--- src/rtl/pc_epc_unit.sv ---
// PC register stage with exception entry sequencing (EPC save, vector fetch, PC load).
// Optional misaligned-target trap enabled by defining PC_MISALIGN_EN.
module pc_epc_unit #(
    parameter int EXC_BASE = 253,
    parameter int MEM_LAT  = 2
) (
    input  logic        clk,
    input  logic        reset,
    input  logic [31:0] mux_pc_source_out,
    input  logic        pc_write,
    input  logic        pc_write_cond,
    input  logic [1:0]  branch_type,
    input  logic        ula_zero,
    input  logic        ula_gt,
    input  logic        exc_req,
    input  logic [1:0]  exc_cause,
    input  logic [7:0]  mem_data_byte,
    output logic [31:0] pc_out,
    output logic [31:0] epc_out,
    output logic        exc_busy,
    output logic [31:0] exc_addr
);

    typedef enum logic [1:0] {
        IDLE = 2'b00,
        WAIT = 2'b01,
        LOAD = 2'b10
    } state_t;

    localparam logic [3:0]  LAT_INIT    = 4'(MEM_LAT - 1);
    localparam logic [31:0] EXC_BASE_W  = 32'(EXC_BASE);

    state_t      state_reg, state_next;
    logic [31:0] pc_reg, pc_next;
    logic [31:0] epc_reg, epc_next;
    logic [1:0]  cause_reg, cause_next;
    logic [3:0]  count_reg, count_next;

    logic cond;
    logic pc_en;

    always_comb begin
        cond = 1'b0;
        case (branch_type)
            2'b00: cond = ula_zero;
            2'b01: cond = ~ula_zero;
            2'b10: cond = ula_gt;
            2'b11: cond = ~ula_gt;
            default: cond = 1'b0;
        endcase
    end

    assign pc_en = pc_write | (pc_write_cond & cond);

`ifdef PC_MISALIGN_EN
    logic misalign;
    assign misalign = pc_en & (mux_pc_source_out[1:0] != 2'b00);
`endif

    always_ff @(posedge clk or negedge reset) begin
        if (!reset) begin
            state_reg <= IDLE;
            pc_reg    <= '0;
            epc_reg   <= '0;
            cause_reg <= '0;
            count_reg <= '0;
        end else begin
            state_reg <= state_next;
            pc_reg    <= pc_next;
            epc_reg   <= epc_next;
            cause_reg <= cause_next;
            count_reg <= count_next;
        end
    end

    always_comb begin
        state_next = state_reg;
        pc_next    = pc_reg;
        epc_next   = epc_reg;
        cause_next = cause_reg;
        count_next = count_reg;
        case (state_reg)
            IDLE: begin
                // An external request outranks both PC writes and the misalign trap.
                if (exc_req) begin
                    epc_next   = pc_reg - 32'd4;
                    cause_next = exc_cause;
                    count_next = LAT_INIT;
                    state_next = WAIT;
                end
`ifdef PC_MISALIGN_EN
                else if (misalign) begin
                    epc_next   = pc_reg - 32'd4;
                    cause_next = 2'b11;
                    count_next = LAT_INIT;
                    state_next = WAIT;
                end
`endif
                else if (pc_en) begin
                    pc_next = mux_pc_source_out;
                end
            end
            WAIT: begin
                if (count_reg == 4'd0) begin
                    state_next = LOAD;
                end else begin
                    count_next = count_reg - 4'd1;
                end
            end
            LOAD: begin
                pc_next    = {24'b0, mem_data_byte};
                state_next = IDLE;
            end
            default: state_next = IDLE;
        endcase
    end

    assign pc_out   = pc_reg;
    assign epc_out  = epc_reg;
    assign exc_busy = (state_reg == WAIT) || (state_reg == LOAD);
    assign exc_addr = exc_busy ? (EXC_BASE_W + {30'b0, cause_reg}) : 32'd0;

endmodule

--- config.mk ---
export PLATFORM = sky130hd
export DESIGN_NAME = pc_epc_unit
export DESIGN_NICKNAME = d
export VERILOG_FILES = /design/src/rtl/pc_epc_unit.sv
export SDC_FILE = /design/constraint.sdc
export NUM_CORES = 1
export LEC_CHECK = 0
export ABC_CLOCK_PERIOD_IN_PS = 4800
export BUFFER_PORTS_ARGS = -buffer_cell sky130_fd_sc_hd__buf_2
export CAP_MARGIN = 0
export CORE_MARGIN = 8
export CORE_UTILIZATION = 30
export CTS_CLUSTER_SIZE = 28
export DETAILED_ROUTE_END_ITERATION = 10
export SLEW_MARGIN = 25
export SYNTH_ARGS = -nofsm -noshare
export SYNTH_HDL_FRONTEND = slang
export SYNTH_SLANG_ARGS = --single-unit
--- constraint.sdc ---
create_clock -name clk -period 4.8 [get_ports clk]
set_clock_uncertainty 0.1 [all_clocks]
set_input_delay 0.48 -clock clk [delete_from_list [all_inputs] [get_ports clk]]
set_output_delay 0.48 -clock clk [all_outputs]
set_load 0.02 [all_outputs]
# [Word-level counts from Yosys, hierarchy flattened]
# Index checks and enable logic that the tools add are counted.
# Widths: inputs -> output; s select.
[word_totals] register_bits=72 in_bits=51
[op_classes] add_sub_neg=3 eq_ne=10 n_mux=11 bitwise_logic=4 reduce_logical=10
[ops] operator="$mux 32" n=2
[ops] operator="$pmux 32 s2" n=1
[ops] operator="$sub 32x3->32 const B" n=1
[ops] operator="$ne 2x2->1 const B" n=5
[ops] operator="$add 8x2->9 const A" n=1
[ops] operator="$mux 9" n=1
[ops] operator="$mux 4" n=2
[ops] operator="$pmux 4 s2" n=1
[ops] operator="$eq 2x2->1 const B" n=3
[ops] operator="$reduce_and 3->1" n=2
[ops] operator="$eq 2x1->1 const B" n=2
[ops] operator="$logic_not 2->1" n=2
[ops] operator="$logic_not 4->1" n=1
[ops] operator="$mux 2" n=2
[ops] operator="$pmux 1 s4" n=1
[ops] operator="$pmux 2 s2" n=1
[ops] operator="$reduce_and 2->1" n=2
[ops] operator="$reduce_bool 2->1" n=2
[ops] operator="$sub 4x1->4 const B" n=1
[ops] operator="$not 1->1" n=2
[ops] operator="$and 1x1->1" n=1
[ops] operator="$logic_or 1x1->1" n=1
[ops] operator="$or 1x1->1" n=1

# [Depth between registers and ports, before layout]
# Gate-level depths: netlist of the first run.
[logic_depth] word_depth=7 mapped_depth=7 ltp_nobuf=7

# [Worst setup path before layout of the first run]
# Ideal clock, no wire load.
[synth_timing] kind="register to output" from="register state_reg[1]" to="output exc_addr[3]" arrival_ps=1610 required_ps=4220 path_slack_ps=2610 path_stages_with_launch=5 path_cell_list="dfrtp_1 -> inv_1 -> ha_1 -> nor2b_1 -> buf_4"
[synth_via] elab_chain_cells=3 word_cells_on_any_way=4
[synth_lines] item="from (decl)" line="33" rtl="state_t state_reg, state_next;"
[synth_lines] item="from (signal assigned)" line="68" rtl="state_reg <= state_next;"
[synth_lines] item="$eq 2x1->1 / $eq 2x2->1 (equally long branches)" line="120" rtl="assign exc_busy = (state_reg == WAIT) || (state_reg == LOAD);"
[synth_lines] item="$logic_or 1x1->1 *" line="120"
[synth_lines] item="via exc_busy" line="20" rtl="output logic exc_busy,"
[synth_lines] item="$mux 9 *" line="121" rtl="assign exc_addr = exc_busy ? (EXC_BASE_W + {30'b0, cause_reg}) : 32'd0;"
[synth_lines] item="to (decl)" line="21" rtl="output logic [31:0] exc_addr"
# The timed path passes the listed nets; every way through them passes the cells marked *.

# [Worst setup path after layout of the first run]
[layout_timing] from="register state_reg[0]" to="output exc_addr[6]"
[layout_via] elab_chain_cells=3 word_cells_on_any_way=4
[layout_lines] item="$eq 2x1->1 / $eq 2x2->1 (equally long branches)" line="120"
[layout_lines] item="$logic_or 1x1->1 *" line="120"
[layout_lines] item="$mux 9 *" line="121"
# Mark *: on every way between the ends. The rest lies on a longest branch, timed or not.

==> metrics.cfg, run 1 <==
[die]
rows = 40
start_util_pct = 30.7
core_area_um2 = 12000
die_x_um = 127
ios = 148
die_h_um = 127
die_area_um2 = 16100

[cts]
ctsHtreeMaxLevel = 3
cts_hold_buf = 0
ctsResizeCount = 0
cts_tree = done
cts.sinks = 72
clock_latency_ps = 320
postCtsSetupBuffers = 0
clockBufferDepth = 2
clk_pin_slew_ps = 50
cts_made_buffers = 9
ctsRootBufferMaster = clkbuf_16

[setup_path]
cp_max_fo = 6
endpoint_kind = output pin
reg2reg_depth = 5
reg2reg_from = state_reg[0]
r2r_slack_ps = 2650
cpPeakStageDelay_ps = 360
required_ps = 4220
slowest_stage = ha_1
crit_chain = inv_1, ha_1, nor2b_1, buf_2
crit_arrival_ps = 1630
cp-start-kind = flop
path_class = flop to output pin
r2r_end = pc_out[6]

[routing]
dr.first_iter.drc_count = 66
vias_per_cell = 4.60
routed_wl_mm = 9.97
wire_per_inst_um = 16.2
dr.pass1.iters = 4
num_vias = 2834
wl_met2_mm = 4.84
m1WireLength_mm = 4.38
wl_met3_um = 596
drtAntennaViolNets = 0
drc = 0
dr.max_layer_used = met5

[timing]
setup_ws_ps = 2590
rsz0062_at_grt = no
finalSetupViolations = 0
max_slew.worst_pin.slew_ps = 674
period_share_pct = 46.0
finalHoldViolCount = 0
slew_violations = 0
max-slew-margin-rel_pct = 55.1
fin_tns_setup_ps = 0
fin_crit_ps = 2210
fmax_mhz = 453

[global_route]
grt_pass1_vias = 2992
track_usage_pct = 12.4
grt_max_degree = 73
antenna_found_initial = 2
grt-ovfl-total = 0
grt_pass1_wl_mm = 15.9

[synthesis]
syn_area_per_cell_um2 = 10.6
yosys.area_share.adder_pct = 2.72
synth_top_area_share_pct = 48.9
synth.mux.area_fraction_pct = 6.25
ys.flop_type = dfrtp_1
syn_area_um2 = 3680
synthXorXnorAreaFrac_pct = 6.89
synth-compound-area-share_pct = 12.0
synth_area_leaders = dfrtp_1 49%, buf_4 5.9%, a22o_1 5.5%
yosysWarnings = 0
synth_top_family_by_area = simple AND/OR/NAND/NOR gates
synthSimpleGateAreaFrac_pct = 14.1
yosys.area.top_type = dfrtp_1
ys_seq_area_share_pct = 48.9
synth_edf_count = 0
synth.distinct_cells = 42
synthArstFlopShare_pct = 100
synth-seq-cells = 72
syn_inst = 348

[placed_design]
dp.cells = 600
dp_worst_setup_slack_ps = 2190
gp_congestion = 0.759
dp_hpwl_mm = 7.37
port_buffers = 124

[cells_and_area]
area_growth_pct = 27.9
fill_cells = 1199
antenna_cells = 0
drive_gt1_share_pct = 36.0
final_nets = 524
fin_cells = 616

[hold_path]
hp-class = input pin to async pin

[power]
power.density_nw_per_um2 = 734
vdd_drop_max_v = 0.000289
p_leak_uw = 0.00234

[status]
status = completed

[flow_run]
cap_violations = 0

[final cells by class]
cell class              count  area (µm²)  share of cell area [%]
clock buffers              10         239                    5.07
clock inverters             5         129                    2.73
inverters                  11        41.3                   0.876
multi-input cells         244        1650                    35.0
flip-flops and latches     72        1800                    38.2
well taps                 147         184                    3.90
repair buffers            127         669                    14.2
[critical path, delay by kind of cell (launching register included)]
kind / cells / cell delay [ps]
buf+inv: 2 / 320
flops: 1 / 350
simple gates: 1 / 280
fa+ha+maj: 1 / 360
[Yosys cell counts, types with 2 or more instances]
library cell and n:
xnor2_1 8, inv_1 11, or4_1 2, clkbuf_1 4, and2_1 2, nand4b_1 2, mux2_2 16, dfrtp_1 72
nor2b_1 4, a21oi_1 8, and3_1 2, buf_6 2, mux2i_1 5, or4_4 2, nand4_1 7, ha_1 8
buf_4 29, a22o_1 23, xor2_1 21, o21ai_0 17, o21ai_1 13, nor4_1 2, nand3b_1 4, buf_2 7
nand3_1 3, nor2_1 17, nand2_1 37, or3_1 2, nor3_1 5
[worst max-delay path by stage]
stage | depth (start not counted) | end | from
after global placement | 6 | pc_out[7] | branch_type[1]
after CTS | 4 | pc_out[6] | state_reg[0]
final | 4 | exc_addr[6] | state_reg[0]
after detailed placement | 6 | pc_out[7] | branch_type[1]
after global routing | 4 | exc_addr[5] | state_reg[0]
after floorplan | 4 | exc_addr[3] | state_reg[1]
[per-stage QoR]
stage	cell area (µm²)	hold WS (ps)	power [µW]	utilization, %
6_report	4710	56.4	3460	39.2
5_1_grt	4710	133	3700	39.2
4_1_cts	4680	236	3490	39.0
3_5_place_dp	4310	366	2650	35.9
3_3_place_gp	4310	364	2610	35.9
2_1_floorplan	3770	84.4	2190	-
[cell usage in the layout, fill, tap and decap left out, types with 2 or more instances in the layout]
master,Yosys,layout
dfrtp_1,72,72
or4_4,2,2
ha_1,8,8
nor4_1,2,2
bufinv_16,0,4
o21ai_1,13,13
a21oi_1,8,8
and2_1,2,2
a22o_1,23,23
nor2b_1,4,4
nand3_1,3,3
buf_4,29,2
nand3b_1,4,4
nor3_1,5,4
mux2_2,16,16
buf_2,7,123
nand4_1,7,7
conb_1,1,23
nor2_1,17,17
nand4b_1,2,2
and3_1,2,2
or4_1,2,2
nand2_1,37,36
xor2_1,21,21
mux2i_1,5,5
clkbuf_16,0,9
inv_1,11,11
or3_1,2,2
xnor2_1,8,8
o21ai_0,17,17
[layer usage]
layer | global-route usage [%] | vias up
met2 | 20.5 | 88
met5 | 0 | -
met1 | 15.1 | 1336
li1 | - | 1391
met3 | 3.27 | 15
met4 | 4.41 | 4
[kinds of logic (layout without fill, tap and decap cells)]
group,after synthesis,count (layout)
simple gates,97,97
flops,72,72
compound gates,66,66
buf+inv,54,153
xor+xnor,29,29
mux,21,21
fa+ha+maj,8,8
other cells,1,23
[power breakdown]
part | internal (µW) | switching [µW]
registers | 842 | 238
logic | 599 | 957
clock network | 572 | 249
total | 2010 | 1440
No activity file was read; power rests on OpenSTA's default activity.
==> run 2, diff against run 1 <==
--- a/config.mk
+++ b/config.mk
@@ -5,7 +5,7 @@
 export SDC_FILE = /design/constraint.sdc
 export NUM_CORES = 1
 export LEC_CHECK = 0
-export ABC_CLOCK_PERIOD_IN_PS = 4800
+export ABC_CLOCK_PERIOD_IN_PS = 1900
 export BUFFER_PORTS_ARGS = -buffer_cell sky130_fd_sc_hd__buf_2
 export CAP_MARGIN = 0
 export CORE_MARGIN = 8
==> constraint.sdc (replaced) <==
create_clock -name clk -period 1.9 [get_ports clk]
set_clock_uncertainty 0.1 [all_clocks]
set_input_delay 0.19 -clock clk [delete_from_list [all_inputs] [get_ports clk]]
set_output_delay 0.19 -clock clk [all_outputs]
set_load 0.02 [all_outputs]
==> run 2 against run 1 <==
Net effect: core utilization up 5.0 points; cell count increased by 9.7%; flip-flop and latch count stayed put.
==> metrics.cfg, run 2 (synthesized netlist as in run 1, its figures left out) <==
[status]
status = completed  ; unchanged

[routing]
num_vias = 3130  ; was 2834
dr.first_iter.drc_count = 145  ; was 66
routed_wl_mm = 10.7  ; was 9.97 mm
wire_per_inst_um = 15.9  ; was 16.2 µm
dr.pass1.iters = 4  ; unchanged
drc = 0  ; unchanged
drtAntennaViolNets = 0  ; unchanged
vias_per_cell = 4.63  ; was 4.60

[die]
core_area_um2 = 12000  ; unchanged
die_x_um = 127  ; unchanged
die_area_um2 = 16100  ; unchanged
die_h_um = 127  ; unchanged
rows = 40  ; unchanged
ios = 148  ; unchanged
start_util_pct = 30.7  ; unchanged

[cells_and_area]
utilization_pct = 44.2  ; was 39.2%
final_common_cell = buf_2  ; unchanged
drive_gt1_share_pct = 39.6  ; was 36.0%
final_nets = 582  ; was 524
area_growth_pct = 44.2  ; was 27.9%
mostFrequentLayoutCells = 123 x buf_2, 70 x dfrtp_1, 36 x nand2_1, 27 x dlygate4sd3_1, 25 x buf_4  ; was 123 x buf_2, 72 x dfrtp_1, 36 x nand2_1, 23 x a22o_1, 23 x conb_1

[power]
power.density_nw_per_um2 = 1730  ; was 734 nW/µm²
p_seq_share_pct = 28.3  ; was 31.2%
p_comb_share_pct = 51.8  ; was 45.0%
swShare_pct = 41.8  ; about the same
power.switching_uw = 3850  ; was 1440 µW
vdd_drop_max_v = 0.000772  ; was 0.000289 V
p_leak_uw = 0.00262  ; was 0.00234 µW
finalPower_uw = 9220  ; was 3460 µW
p_clk_share_pct = 19.9  ; was 23.8%
p_int_uw = 5370  ; was 2010 µW

[setup_path]
cpPeakStageDelay_ps = 580  ; was 360 ps
critPathBufInv = 1  ; was 2
crit_cells = 6  ; was 4
crit_chain = or4_4, nor3_4, buf_12, nand4b_1, xor2_1, o21ai_1  ; was inv_1, ha_1, nor2b_1, buf_2
path_class = flop to flop  ; was flop to output pin
slowest_stage = or4_4  ; was ha_1
path_delay_family = simple AND/OR/NAND/NOR gates  ; was adder cells
endpoint_kind = flop  ; was output pin
required_ps = 2070  ; was 4220 ps
cp-start-kind = flop  ; unchanged
reg2reg_depth = 6  ; was 5
cp_max_fo = 9  ; was 6
crit_arrival_ps = 2020  ; was 1630 ps

[timing]
period_share_pct = 97.7
finalSetupViolations = 0  ; unchanged
finalHoldViolCount = 0  ; unchanged
max-slew-margin-rel_pct = 66.2  ; was 55.1%
slew_violations = 0  ; unchanged
fmax_mhz = 539
rsz0062_at_grt = yes  ; was no
max_slew.worst_pin.slew_ps = 507  ; was 674 ps
fin_crit_ps = 1860

[global_route]
track_usage_pct = 13.6  ; was 12.4%
grt_pass1_wl_mm = 17.1  ; was 15.9 mm
antenna_found_initial = 1  ; was 2
grt-ovfl-total = 0  ; unchanged
grt_max_degree = 56  ; was 73
grt_pass1_vias = 3299  ; was 2992

[cts]
cts_made_buffers = 9  ; unchanged
clk_pin_slew_ps = 60  ; was 50 ps
ctsRootBufferMaster = clkbuf_16  ; unchanged
ctsHtreeMaxLevel = 3  ; unchanged
clock_latency_ps = 340  ; was 320 ps
cts_tree = done  ; unchanged
cts.sinks = 72  ; unchanged
clockBufferDepth = 2  ; unchanged

[placed_design]
gp_congestion = 0.740  ; was 0.759
dp_hpwl_mm = 7.84  ; was 7.37 mm
port_buffers = 124  ; unchanged

[hold_path]
hp-class = input pin to flop  ; was input pin to async pin
hold_depth = 3

[flow_run]
cap_violations = 0  ; unchanged

[run 2: changes by cell type in the layout (fill, tap and decap cells not counted), sizes merged]
cell | previous run | this run
bufinv | 4 | 2
buf | 127 | 158
clkinv | 1 | 3
diode | 0 | 1
dlygate4sd3 | 0 | 27
clkinvlp | 0 | 1
[run 2: cell type report]
type | instances | area, µm²
fillers | 1145 | 6700
flip-flops and latches | 72 | 1800
multi-input cells | 244 | 1700
repair buffers | 185 | 1260
clock buffers | 10 | 239
well taps | 147 | 184
clock inverters | 6 | 82.6
inverters | 11 | 41.3
diodes | 1 | 2.50
[run 2: power groups by stage]
stage,Clock (µW),Sequential [µW],Combinational [µW]
after global routing,1950,2690,5200
after detailed placement,0,2600,4610
after global placement,0,2590,4530
after floorplan,0,3250,2290
final,1840,2610,4780
after CTS,1880,2590,4710
[run 2: through the flow]
step / hold WS (ps) / TNS, ps / instance area (µm²) / setup slack [ps] / cells
global placement: 92.2 / 0 / 4640 / 9.10 / 630
floorplan: -206 / 0 / 3770 / 3.88 / 370
global route: 70.3 / -112 / 5310 / -40.5 / 676
detailed placement: 98.7 / -39.5 / 4640 / -18.2 / 630
finish: 49.3 / 0 / 5310 / 43.5 / 676
CTS: 37.8 / 0 / 5260 / 0.394 / 674
[run 2: worst reg2reg max path: stages, from the launching register on]
cell      delay, ps
dfrtp_2         400
or4_4           580
nor3_4          170
buf_12          140
nand4b_1        120
xor2_1          160
o21ai_1         110
[run 2: path summary, 6_finish.rpt]
kind                                       from          end  slack, ps
setup / recovery                     pc_out[11]  epc_out[21]         40
hold / removal             mux_pc_source_out[2]    pc_out[2]         50
setup reg to reg                     pc_out[11]  epc_out[21]         40
hold reg to reg                     epc_out[22]  epc_out[22]        370
max in group asynchronous                 reset    pc_out[5]        880
min in group asynchronous                 reset  epc_out[25]        260
[run 2: timing repair]
item / in CTS / in global routing
gates resized for setup: 0 / 9
hold endpoints to repair: 61 / 0
setup buffers: 1 / 1
pin swaps: 1 / 10
hold buffers: 27 / 0
setup endpoints to repair: 3 / 26
cloned: 0 / 0
[run 2: metal layers]
metal  GRT usage, %  share of wire, %  wire [µm]
met1           15.7                41       4440
met2           22.1                49       5230
met3           4.90               7.8        842
met4           6.02               2.0        210
met5              0                 0          0
